File: src/rtl/id_operand_stage_if.sv
// Bundle of decode-side, forwarding-source and ID/EX-side signals for the
// operand-collect stage. The stage uses the slave view; whatever drives
// decode, the later pipeline stages and the ALU consumer uses the master view.
interface id_operand_stage_if #(
  parameter int DATA_W = 32,
  parameter int REG_AW = 5
);
  // Decode side
  logic              id_valid;
  logic              id_ready;
  logic [REG_AW-1:0] id_rs;
  logic [REG_AW-1:0] id_rt;
  logic [REG_AW-1:0] id_dst;
  logic              id_reg_write;
  logic              id_mem_read;
  logic [DATA_W-1:0] rf_data1;
  logic [DATA_W-1:0] rf_data2;
  // EX/MEM forwarding source
  logic              mem_reg_write;
  logic              mem_is_load;
  logic [REG_AW-1:0] mem_dst;
  logic [DATA_W-1:0] mem_data;
  // MEM/WB forwarding source (shared with the register file write port)
  logic              wb_reg_write;
  logic [REG_AW-1:0] wb_dst;
  logic [DATA_W-1:0] wb_data;
  // Pipeline control and ID/EX side
  logic              flush;
  logic              ex_ready;
  logic              ex_valid;
  logic [DATA_W-1:0] ex_op_a;
  logic [DATA_W-1:0] ex_op_b;
  logic [REG_AW-1:0] ex_dst;
  logic              ex_reg_write;
  logic              ex_mem_read;
  logic              hazard_stall;

  modport slave (
    input  id_valid, id_rs, id_rt, id_dst, id_reg_write, id_mem_read,
    input  rf_data1, rf_data2,
    input  mem_reg_write, mem_is_load, mem_dst, mem_data,
    input  wb_reg_write, wb_dst, wb_data,
    input  flush, ex_ready,
    output id_ready, ex_valid, ex_op_a, ex_op_b, ex_dst,
    output ex_reg_write, ex_mem_read, hazard_stall
  );

  modport master (
    output id_valid, id_rs, id_rt, id_dst, id_reg_write, id_mem_read,
    output rf_data1, rf_data2,
    output mem_reg_write, mem_is_load, mem_dst, mem_data,
    output wb_reg_write, wb_dst, wb_data,
    output flush, ex_ready,
    input  id_ready, ex_valid, ex_op_a, ex_op_b, ex_dst,
    input  ex_reg_write, ex_mem_read, hazard_stall
  );
endinterface

File: src/rtl/id_operand_stage.sv
// Operand-collect stage: resolves the two register-file read values against
// the EX/MEM (and optionally MEM/WB) results, detects load-use hazards and
// issues the resolved instruction into the ID/EX register via valid/ready.
// Optional feature macro: OPFWD_WB_BYPASS_EN enables MEM/WB -> operand
// forwarding; without it the stage returns the register-file value as read.
module id_operand_stage #(
  parameter int DATA_W = 32,
  parameter int REG_AW = 5
) (
  input  logic          clock,
  input  logic          reset,
  id_operand_stage_if.slave bus
);

  // A producer matches a source when it writes that (non-zero) register.
  function automatic logic src_match(input logic [REG_AW-1:0] s,
                                     input logic              en,
                                     input logic [REG_AW-1:0] dst);
    return (s != '0) && en && (dst == s);
  endfunction

  logic              ex_valid_q,     ex_valid_d;
  logic [DATA_W-1:0] ex_op_a_q,      ex_op_a_d;
  logic [DATA_W-1:0] ex_op_b_q,      ex_op_b_d;
  logic [REG_AW-1:0] ex_dst_q,       ex_dst_d;
  logic              ex_reg_write_q, ex_reg_write_d;
  logic              ex_mem_read_q,  ex_mem_read_d;

  logic              mem_hit_a, mem_hit_b;
  logic              wb_hit_a,  wb_hit_b;
  logic [DATA_W-1:0] op_a, op_b;
  logic              exload_a, exload_b, memload_a, memload_b;
  logic              hazard;
  logic              load_ready;

  // Forwarding source selection for each operand.
  always_comb begin
    mem_hit_a = src_match(bus.id_rs, bus.mem_reg_write, bus.mem_dst);
    mem_hit_b = src_match(bus.id_rt, bus.mem_reg_write, bus.mem_dst);
`ifdef OPFWD_WB_BYPASS_EN
    wb_hit_a  = src_match(bus.id_rs, bus.wb_reg_write, bus.wb_dst);
    wb_hit_b  = src_match(bus.id_rt, bus.wb_reg_write, bus.wb_dst);
`else
    wb_hit_a  = 1'b0;
    wb_hit_b  = 1'b0;
`endif

    // r0 always reads as zero whatever the register file returns.
    if (bus.id_rs == '0)  op_a = '0;
    else if (mem_hit_a)   op_a = bus.mem_data;
    else if (wb_hit_a)    op_a = bus.wb_data;
    else                  op_a = bus.rf_data1;

    if (bus.id_rt == '0)  op_b = '0;
    else if (mem_hit_b)   op_b = bus.mem_data;
    else if (wb_hit_b)    op_b = bus.wb_data;
    else                  op_b = bus.rf_data2;
  end

  // Load-use hazard against a load in ID/EX or in EX/MEM, plus handshake.
  always_comb begin
    exload_a  = src_match(bus.id_rs, ex_valid_q & ex_mem_read_q & ex_reg_write_q, ex_dst_q);
    exload_b  = src_match(bus.id_rt, ex_valid_q & ex_mem_read_q & ex_reg_write_q, ex_dst_q);
    memload_a = src_match(bus.id_rs, bus.mem_is_load & bus.mem_reg_write, bus.mem_dst);
    memload_b = src_match(bus.id_rt, bus.mem_is_load & bus.mem_reg_write, bus.mem_dst);
    hazard     = bus.id_valid & (exload_a | exload_b | memload_a | memload_b);
    load_ready = ~ex_valid_q | bus.ex_ready;
  end

  // Next state of the ID/EX register: flush, load, bubble, or hold.
  always_comb begin
    ex_valid_d     = ex_valid_q;
    ex_op_a_d      = ex_op_a_q;
    ex_op_b_d      = ex_op_b_q;
    ex_dst_d       = ex_dst_q;
    ex_reg_write_d = ex_reg_write_q;
    ex_mem_read_d  = ex_mem_read_q;
    if (bus.flush) begin
      ex_valid_d = 1'b0;
    end else if (load_ready && bus.id_valid && !hazard) begin
      ex_valid_d     = 1'b1;
      ex_op_a_d      = op_a;
      ex_op_b_d      = op_b;
      ex_dst_d       = bus.id_dst;
      ex_reg_write_d = bus.id_reg_write;
      ex_mem_read_d  = bus.id_mem_read;
    end else if (load_ready && hazard) begin
      ex_valid_d     = 1'b0;
      ex_reg_write_d = 1'b0;
    end
  end

  // ID/EX register with synchronous reset.
  // NOTE: state updates use non-blocking assignments so every flop samples
  // the pre-edge values; reset is sampled on the clock edge only.
  always_ff @(posedge clock) begin
    if (reset) begin
      ex_valid_q     <= 1'b0;
      ex_op_a_q      <= '0;
      ex_op_b_q      <= '0;
      ex_dst_q       <= '0;
      ex_reg_write_q <= 1'b0;
      ex_mem_read_q  <= 1'b0;
    end else begin
      ex_valid_q     <= ex_valid_d;
      ex_op_a_q      <= ex_op_a_d;
      ex_op_b_q      <= ex_op_b_d;
      ex_dst_q       <= ex_dst_d;
      ex_reg_write_q <= ex_reg_write_d;
      ex_mem_read_q  <= ex_mem_read_d;
    end
  end

  assign bus.id_ready     = load_ready & ~hazard & ~bus.flush;
  assign bus.hazard_stall = hazard;
  assign bus.ex_valid     = ex_valid_q;
  assign bus.ex_op_a      = ex_op_a_q;
  assign bus.ex_op_b      = ex_op_b_q;
  assign bus.ex_dst       = ex_dst_q;
  assign bus.ex_reg_write = ex_reg_write_q;
  assign bus.ex_mem_read  = ex_mem_read_q;

endmodule

File: src/flat_wrapper.sv
// flat-port wrapper written by rule: the top's interface ports become plain ports
module id_operand_stage_flat 
#(
  parameter int DATA_W = 32,
  parameter int REG_AW = 5
)
  (clock, reset, bus_id_valid, bus_id_rs, bus_id_rt, bus_id_dst, bus_id_reg_write, bus_id_mem_read, bus_rf_data1, bus_rf_data2, bus_mem_reg_write, bus_mem_is_load, bus_mem_dst, bus_mem_data, bus_wb_reg_write, bus_wb_dst, bus_wb_data, bus_flush, bus_ex_ready, bus_id_ready, bus_ex_valid, bus_ex_op_a, bus_ex_op_b, bus_ex_dst, bus_ex_reg_write, bus_ex_mem_read, bus_hazard_stall);
  id_operand_stage_if #(.DATA_W(DATA_W), .REG_AW(REG_AW)) bus_i ();
  input  logic clock;
  input  logic reset;
  input wire logic [$bits(bus_i.id_valid)-1:0] bus_id_valid;
  input wire logic [$bits(bus_i.id_rs)-1:0] bus_id_rs;
  input wire logic [$bits(bus_i.id_rt)-1:0] bus_id_rt;
  input wire logic [$bits(bus_i.id_dst)-1:0] bus_id_dst;
  input wire logic [$bits(bus_i.id_reg_write)-1:0] bus_id_reg_write;
  input wire logic [$bits(bus_i.id_mem_read)-1:0] bus_id_mem_read;
  input wire logic [$bits(bus_i.rf_data1)-1:0] bus_rf_data1;
  input wire logic [$bits(bus_i.rf_data2)-1:0] bus_rf_data2;
  input wire logic [$bits(bus_i.mem_reg_write)-1:0] bus_mem_reg_write;
  input wire logic [$bits(bus_i.mem_is_load)-1:0] bus_mem_is_load;
  input wire logic [$bits(bus_i.mem_dst)-1:0] bus_mem_dst;
  input wire logic [$bits(bus_i.mem_data)-1:0] bus_mem_data;
  input wire logic [$bits(bus_i.wb_reg_write)-1:0] bus_wb_reg_write;
  input wire logic [$bits(bus_i.wb_dst)-1:0] bus_wb_dst;
  input wire logic [$bits(bus_i.wb_data)-1:0] bus_wb_data;
  input wire logic [$bits(bus_i.flush)-1:0] bus_flush;
  input wire logic [$bits(bus_i.ex_ready)-1:0] bus_ex_ready;
  output wire logic [$bits(bus_i.id_ready)-1:0] bus_id_ready;
  output wire logic [$bits(bus_i.ex_valid)-1:0] bus_ex_valid;
  output wire logic [$bits(bus_i.ex_op_a)-1:0] bus_ex_op_a;
  output wire logic [$bits(bus_i.ex_op_b)-1:0] bus_ex_op_b;
  output wire logic [$bits(bus_i.ex_dst)-1:0] bus_ex_dst;
  output wire logic [$bits(bus_i.ex_reg_write)-1:0] bus_ex_reg_write;
  output wire logic [$bits(bus_i.ex_mem_read)-1:0] bus_ex_mem_read;
  output wire logic [$bits(bus_i.hazard_stall)-1:0] bus_hazard_stall;
  assign bus_i.id_valid = bus_id_valid;
  assign bus_i.id_rs = bus_id_rs;
  assign bus_i.id_rt = bus_id_rt;
  assign bus_i.id_dst = bus_id_dst;
  assign bus_i.id_reg_write = bus_id_reg_write;
  assign bus_i.id_mem_read = bus_id_mem_read;
  assign bus_i.rf_data1 = bus_rf_data1;
  assign bus_i.rf_data2 = bus_rf_data2;
  assign bus_i.mem_reg_write = bus_mem_reg_write;
  assign bus_i.mem_is_load = bus_mem_is_load;
  assign bus_i.mem_dst = bus_mem_dst;
  assign bus_i.mem_data = bus_mem_data;
  assign bus_i.wb_reg_write = bus_wb_reg_write;
  assign bus_i.wb_dst = bus_wb_dst;
  assign bus_i.wb_data = bus_wb_data;
  assign bus_i.flush = bus_flush;
  assign bus_i.ex_ready = bus_ex_ready;
  assign bus_id_ready = bus_i.id_ready;
  assign bus_ex_valid = bus_i.ex_valid;
  assign bus_ex_op_a = bus_i.ex_op_a;
  assign bus_ex_op_b = bus_i.ex_op_b;
  assign bus_ex_dst = bus_i.ex_dst;
  assign bus_ex_reg_write = bus_i.ex_reg_write;
  assign bus_ex_mem_read = bus_i.ex_mem_read;
  assign bus_hazard_stall = bus_i.hazard_stall;
  id_operand_stage #(.DATA_W(DATA_W), .REG_AW(REG_AW)) u_core (.clock(clock), .reset(reset), .bus(bus_i));
endmodule
File: config.mk
export PLATFORM = sky130hd
export DESIGN_NAME = id_operand_stage_flat
export DESIGN_NICKNAME = d
export VERILOG_FILES = /design/src/rtl/id_operand_stage_if.sv /design/src/rtl/id_operand_stage.sv /design/src/flat_wrapper.sv
export SDC_FILE = /design/constraint.sdc
export NUM_CORES = 1
export LEC_CHECK = 0
export ABC_AREA = 1
export CAP_MARGIN = 20
export CORE_MARGIN = 2
export CORE_UTILIZATION = 45
export CTS_BUF_LIST = sky130_fd_sc_hd__clkbuf_4
export DETAILED_ROUTE_END_ITERATION = 7
export GPL_TIMING_DRIVEN = 0
export HOLD_SLACK_MARGIN = 0.03
export PLACE_DENSITY_LB_ADDON = 0.2
export SYNTH_ARGS = -nofsm -noshare
export SYNTH_HDL_FRONTEND = slang
export SYNTH_SLANG_ARGS = --single-unit
File: constraint.sdc
create_clock -name clock -period 3.4 [get_ports clock]
set_clock_uncertainty 0.1 [all_clocks]
set_input_delay 0.68 -clock clock [delete_from_list [all_inputs] [get_ports clock]]
set_output_delay 0.68 -clock clock [all_outputs]
set_load 0.02 [all_outputs]
---- Word-level counts from Yosys, hierarchy flattened ----
Cells that the tools add are included.
storage, ports and cells
  register bits after elaboration ......... 72
  word-level logic and storage cells ...... 54
operators by class
  eq/ne operators ......................... 4
  muxes and demuxes ....................... 7
  bitwise gates (word level) .............. 13
  reduce and logical (&&, ||, !) cells .... 24
operator list
  kind                 count
  32-bit 2-to-1 mux    4
  5-bit == test        4
  1-bit logical AND    15
  5-bit logical NOT    2
  5-bit nonzero test   2
  1-bit AND            6
  1-bit bitwise OR     4
  2-bit AND reduction  2
  1-bit 2-to-1 mux     3
  1-bit NOT            3
  2-bit nonzero test   1
  2-bit OR reduction   1
  1-bit logical NOT    1

---- Longest topological paths before layout ----
  depth in word-level cells ............... 12
  gate-level depth with buffers ........... 15
  mapped depth without buffers ............ 13

---- Least setup slack after synthesis ----
No wires, ideal clock.
  path kind ............................... input to output
  from .................................... input bus_id_rs[3]
  to ...................................... output bus_id_ready
  data arrival time ....................... 1.883 ns
  data required time ...................... 2.620 ns
  setup slack ............................. 0.737 ns
  cell stages on the path ................. 9
  path through ............................ nor2_1 > nand2_2 > o21ai_1 > inv_1 > nand2_1 > nand2_1 > nand2_2 > a21oi_1 > nor3_1
between the ends
  longest elaborated chain between the ends .. 10
ends and longest elaborated chain
  item                              line                     text
  start, declared                   flat_wrapper.sv:12       input wire logic [$bits(bus_i.id_rs)-1:0] bus_id_rs;
  5-bit nonzero test                id_operand_stage.sv:19   return (s != '0) && en && (dst == s);
  1-bit logical AND (2 in series)   id_operand_stage.sv:19
  1-bit bitwise OR                  id_operand_stage.sv:66   hazard = bus.id_valid & (exload_a | exload_b | memload_a | memload_b);
  1-bit bitwise OR * (2 in series)  id_operand_stage.sv:66
  1-bit AND *                       id_operand_stage.sv:66
  via bus_hazard_stall              flat_wrapper.sv:35       output wire logic [$bits(bus_i.hazard_stall)-1:0] bus_hazard_stall;
  1-bit NOT *                       id_operand_stage.sv:114  assign bus.id_ready = load_ready & ~hazard & ~bus.flush;
  1-bit AND * (2 in series)         id_operand_stage.sv:114
  end, declared                     flat_wrapper.sv:28       output wire logic [$bits(bus_i.id_ready)-1:0] bus_id_ready;
Mark *: on every way through the listed nets, which the timed path passes. The rest lies on a longest branch.

---- Worst setup path in the final report ----
  from .................................... input bus_id_rs[4]
  to ...................................... output bus_hazard_stall
between the ends
  longest elaborated chain between the ends .. 7
ends and longest elaborated chain
  item                              line
  5-bit nonzero test                id_operand_stage.sv:19
  1-bit logical AND (2 in series)   id_operand_stage.sv:19
  1-bit bitwise OR                  id_operand_stage.sv:66
  1-bit bitwise OR * (2 in series)  id_operand_stage.sv:66
  1-bit AND *                       id_operand_stage.sv:66
  end, declared                     flat_wrapper.sv:35
Every way passes the cells marked *; elsewhere a longest branch is shown, timed or not.

==> impl_metrics.env <==
export IMPL_power_density_mw_per_mm2=320
export IMPL_reg2reg_to="u_core.bus.ex_op_a[15]"
export IMPL_rrSetupSlack_ns=1.47
export IMPL_report_power_total_mw=2.20
export IMPL_avgSynthCellArea_um2=5.51
export IMPL_r2r_start="u_core.bus.ex_dst[1]"
export IMPL_min_from="u_core.bus.ex_op_a[10]"
export IMPL_yosys_warnings=0
export IMPL_max_stage_delay_ns=0.54
export IMPL_port_buffers=198
export IMPL_drt_initial_drc_count=262
export IMPL_endpoint_kind="primary output"
export IMPL_switching_share_pct=32.8
export IMPL_clk_pin_slew_ns=0.14
export IMPL_wl_um=15000
export IMPL_cp_max_fo=7
export IMPL_irDropWorstVdd_v=0.000205
export IMPL_htreeDepth=3
export IMPL_status="finished, final reports clean"
export IMPL_p_switching_mw=0.723
export IMPL_post_cts_setup_buffer_count=0
export IMPL_hp_class="flip-flop to flip-flop"
export IMPL_cts_root_buf="clkbuf_4"
export IMPL_critical_path_class="input port to primary output"
export IMPL_syn_instance_count=834
export IMPL_gp_congestion=0.871
export IMPL_cp_arrival_ns=2.45
export IMPL_synth_net_count=997
export IMPL_post_route_drc_count=0
export IMPL_final_core_utilization_pct=69.7
export IMPL_setup_tns_ns=0
export IMPL_final_common_cell="nand2_1"
export IMPL_grt_max_degree=13
export IMPL_final_cell_mix="nand2_1 (247), clkdlybuf4s50_1 (196), nor2_1 (154)"
export IMPL_hpwl_um=11300
export IMPL_finalSetupViolations=0
export IMPL_pwr_share_comb_pct=31.9
export IMPL_intPower_mw=1.48
export IMPL_ys_seq_area_share_pct=31.3
export IMPL_cpLargestDelayFamily="buffers and inverters"
export IMPL_antenna_found_initial=0
export IMPL_syn_to_final_growth_pct=49.6
export IMPL_synth_area_mm2=0.00460
export IMPL_grt_pass1_vias=5107
export IMPL_layout_drive_gt1_share_pct=5.34
export IMPL_start_kind="input port"
export IMPL_row_count=36
export IMPL_ios=237
export IMPL_hold_viol=0
export IMPL_fmax_ghz=0.310
export IMPL_die_w_um=105
export IMPL_dp_slack_ns=-0.175
export IMPL_synth_distinct_cells=19
export IMPL_n_antenna_cell=0
export IMPL_p_seq_share_pct=42.8
export IMPL_nNetsFinal=1206
export IMPL_final_min_clock_period_ns=3.23
export IMPL_coreArea_mm2=0.00986
export IMPL_fin_ws_ns=0.172
export IMPL_slew_viol_final=0
export IMPL_cts_buffers=9
export IMPL_critical_path_slowest_cell="clkdlybuf4s50_1"
export IMPL_ys_ff_latch=72
export IMPL_worstPathCellList="clkdlybuf4s50_1, inv_1, nand2_2, nor2_1, nor2_1, nand2_1, nand2_1, nand2_2, a21oi_1, dlygate4sd2_1"
export IMPL_clk_latency_ns=0.43
export IMPL_clkSinkCount=72
export IMPL_start_util_pct=46.6
export IMPL_p_leak_nw=3.56
export IMPL_clockPowerShare_pct=25.3
export IMPL_grt_pass1_wl_um=24200
export IMPL_reg2reg_depth=12
export IMPL_ctsLongestPathBuffers=2
export IMPL_vias=5489
export IMPL_stdcell_count=1181
export IMPL_wl_per_cell_um=12.7
export IMPL_grt_total_usage_pct=27.4
export IMPL_grt_ovfl_total=0
export IMPL_slew_headroom_pct=68.2
export IMPL_chipHeight_um=105
export IMPL_cts_tree="built"
export IMPL_cp_num_buf_inv=3
export IMPL_min_path_cells=4
export IMPL_dieArea_mm2=0.0110
export IMPL_ctsHoldBuffers=0
export IMPL_cap_violations=0
export IMPL_required_ns=2.62
export IMPL_rsz0062_at_grt="no"
export IMPL_firstDrtPassIters=4
export IMPL_viasPerCell=4.65
export IMPL_worst_slew_pin_slew_ns=0.477
export IMPL_fin_crit_sh_pct=95.0
export IMPL_ant_nets=0
export IMPL_holdPathEnd="u_core.bus.ex_op_a[10]"
export IMPL_place_inst=1165
## per-layer routing
metal / routed length [um] / track usage (%)
met2: 6750 / 45.6
met5: 0 / 0
met4: 309 / 9.90
met1: 6790 / 34.8
met3: 1130 / 5.74
## through the flow
stage,hold slack (ns),instance area (um^2)
floorplan,0.460,4600
global placement,0.394,6750
detailed placement,0.397,6750
CTS,0.414,6880
global route,0.446,6880
finish,0.420,6880
## kinds of logic (layout without fill, tap and decap cells)
logic type | after synthesis | in the layout | synth area share [%]
AO/OA/AOI/OAI | 136 | 136 | 14.8
XOR/XNOR | 7 | 7 | 1.33
buffers and inverters | 204 | 418 | 17.9
AND/OR/NAND/NOR | 415 | 415 | 34.7
flip-flops | 72 | 72 | 31.3
## power by group through the flow
stage / sequential [mW] / clock [mW] / combinational [mW]
global placement: 0.961 / 0 / 0.694
detailed placement: 0.962 / 0 / 0.699
finish: 0.943 / 0.558 / 0.703
floorplan: 1.03 / 0 / 0.279
global route: 0.951 / 0.597 / 0.779
CTS: 0.943 / 0.568 / 0.703
## sequential cells by signal (all words and copies together), names as in the netlist
name                     cells
u_core.bus.ex_op_a          32
u_core.bus.ex_valid          1
u_core.bus.ex_op_b          32
u_core.bus.ex_reg_write      1
u_core.bus.ex_dst            5
u_core.bus.ex_mem_read       1
## worst min-delay path, stage by stage, from the launching register on
cell     delay, ns
dfxtp_1       0.33
inv_1         0.04
nand2_1       0.04
nand2_1       0.05
nor2_1        0.03
## worst max path at each step
stage | slack [ns] | endpoint | cells past startpoint | start
4_1_cts | 0.13 | bus_id_ready | 11 | bus_id_rs[3]
2_1_floorplan | 0.74 | bus_id_ready | 9 | bus_id_rs[3]
3_3_place_gp | -0.18 | bus_hazard_stall | 10 | bus_id_rs[0]
5_1_grt | 0.02 | bus_hazard_stall | 10 | bus_id_rs[4]
3_5_place_dp | -0.18 | bus_hazard_stall | 10 | bus_id_rs[1]
6_report | 0.17 | bus_hazard_stall | 10 | bus_id_rs[4]
## cells in the mapped netlist, drive strengths merged
cell type / count / area (um^2)
xnor2: 6 / 52.6
nor3: 1 / 5.00
xor2: 1 / 8.76
nand3: 4 / 30.0
nand4: 3 / 18.8
o21ai: 131 / 656
inv: 156 / 586
buf: 24 / 145
dfxtp: 72 / 1440
nand2: 252 / 956
clkbuf: 24 / 90.1
a21oi: 5 / 25.0
nor2: 155 / 584
## layout make-up
type | instances | area [um^2]
timing repair buffer | 198 | 1980
multi-input combinational | 558 | 2340
fill | 888 | 2990
tap | 133 | 166
sequential | 72 | 1440
buffer | 48 | 235
clock inverter | 6 | 60.1
inverter | 156 | 586
clock buffer | 10 | 75.1
## timing repair
item	in CTS	in global routing
gates resized for setup	3	3
hold endpoints to repair	0	0
setup endpoints to repair	2	1
(Power assumes the default switching activity.)
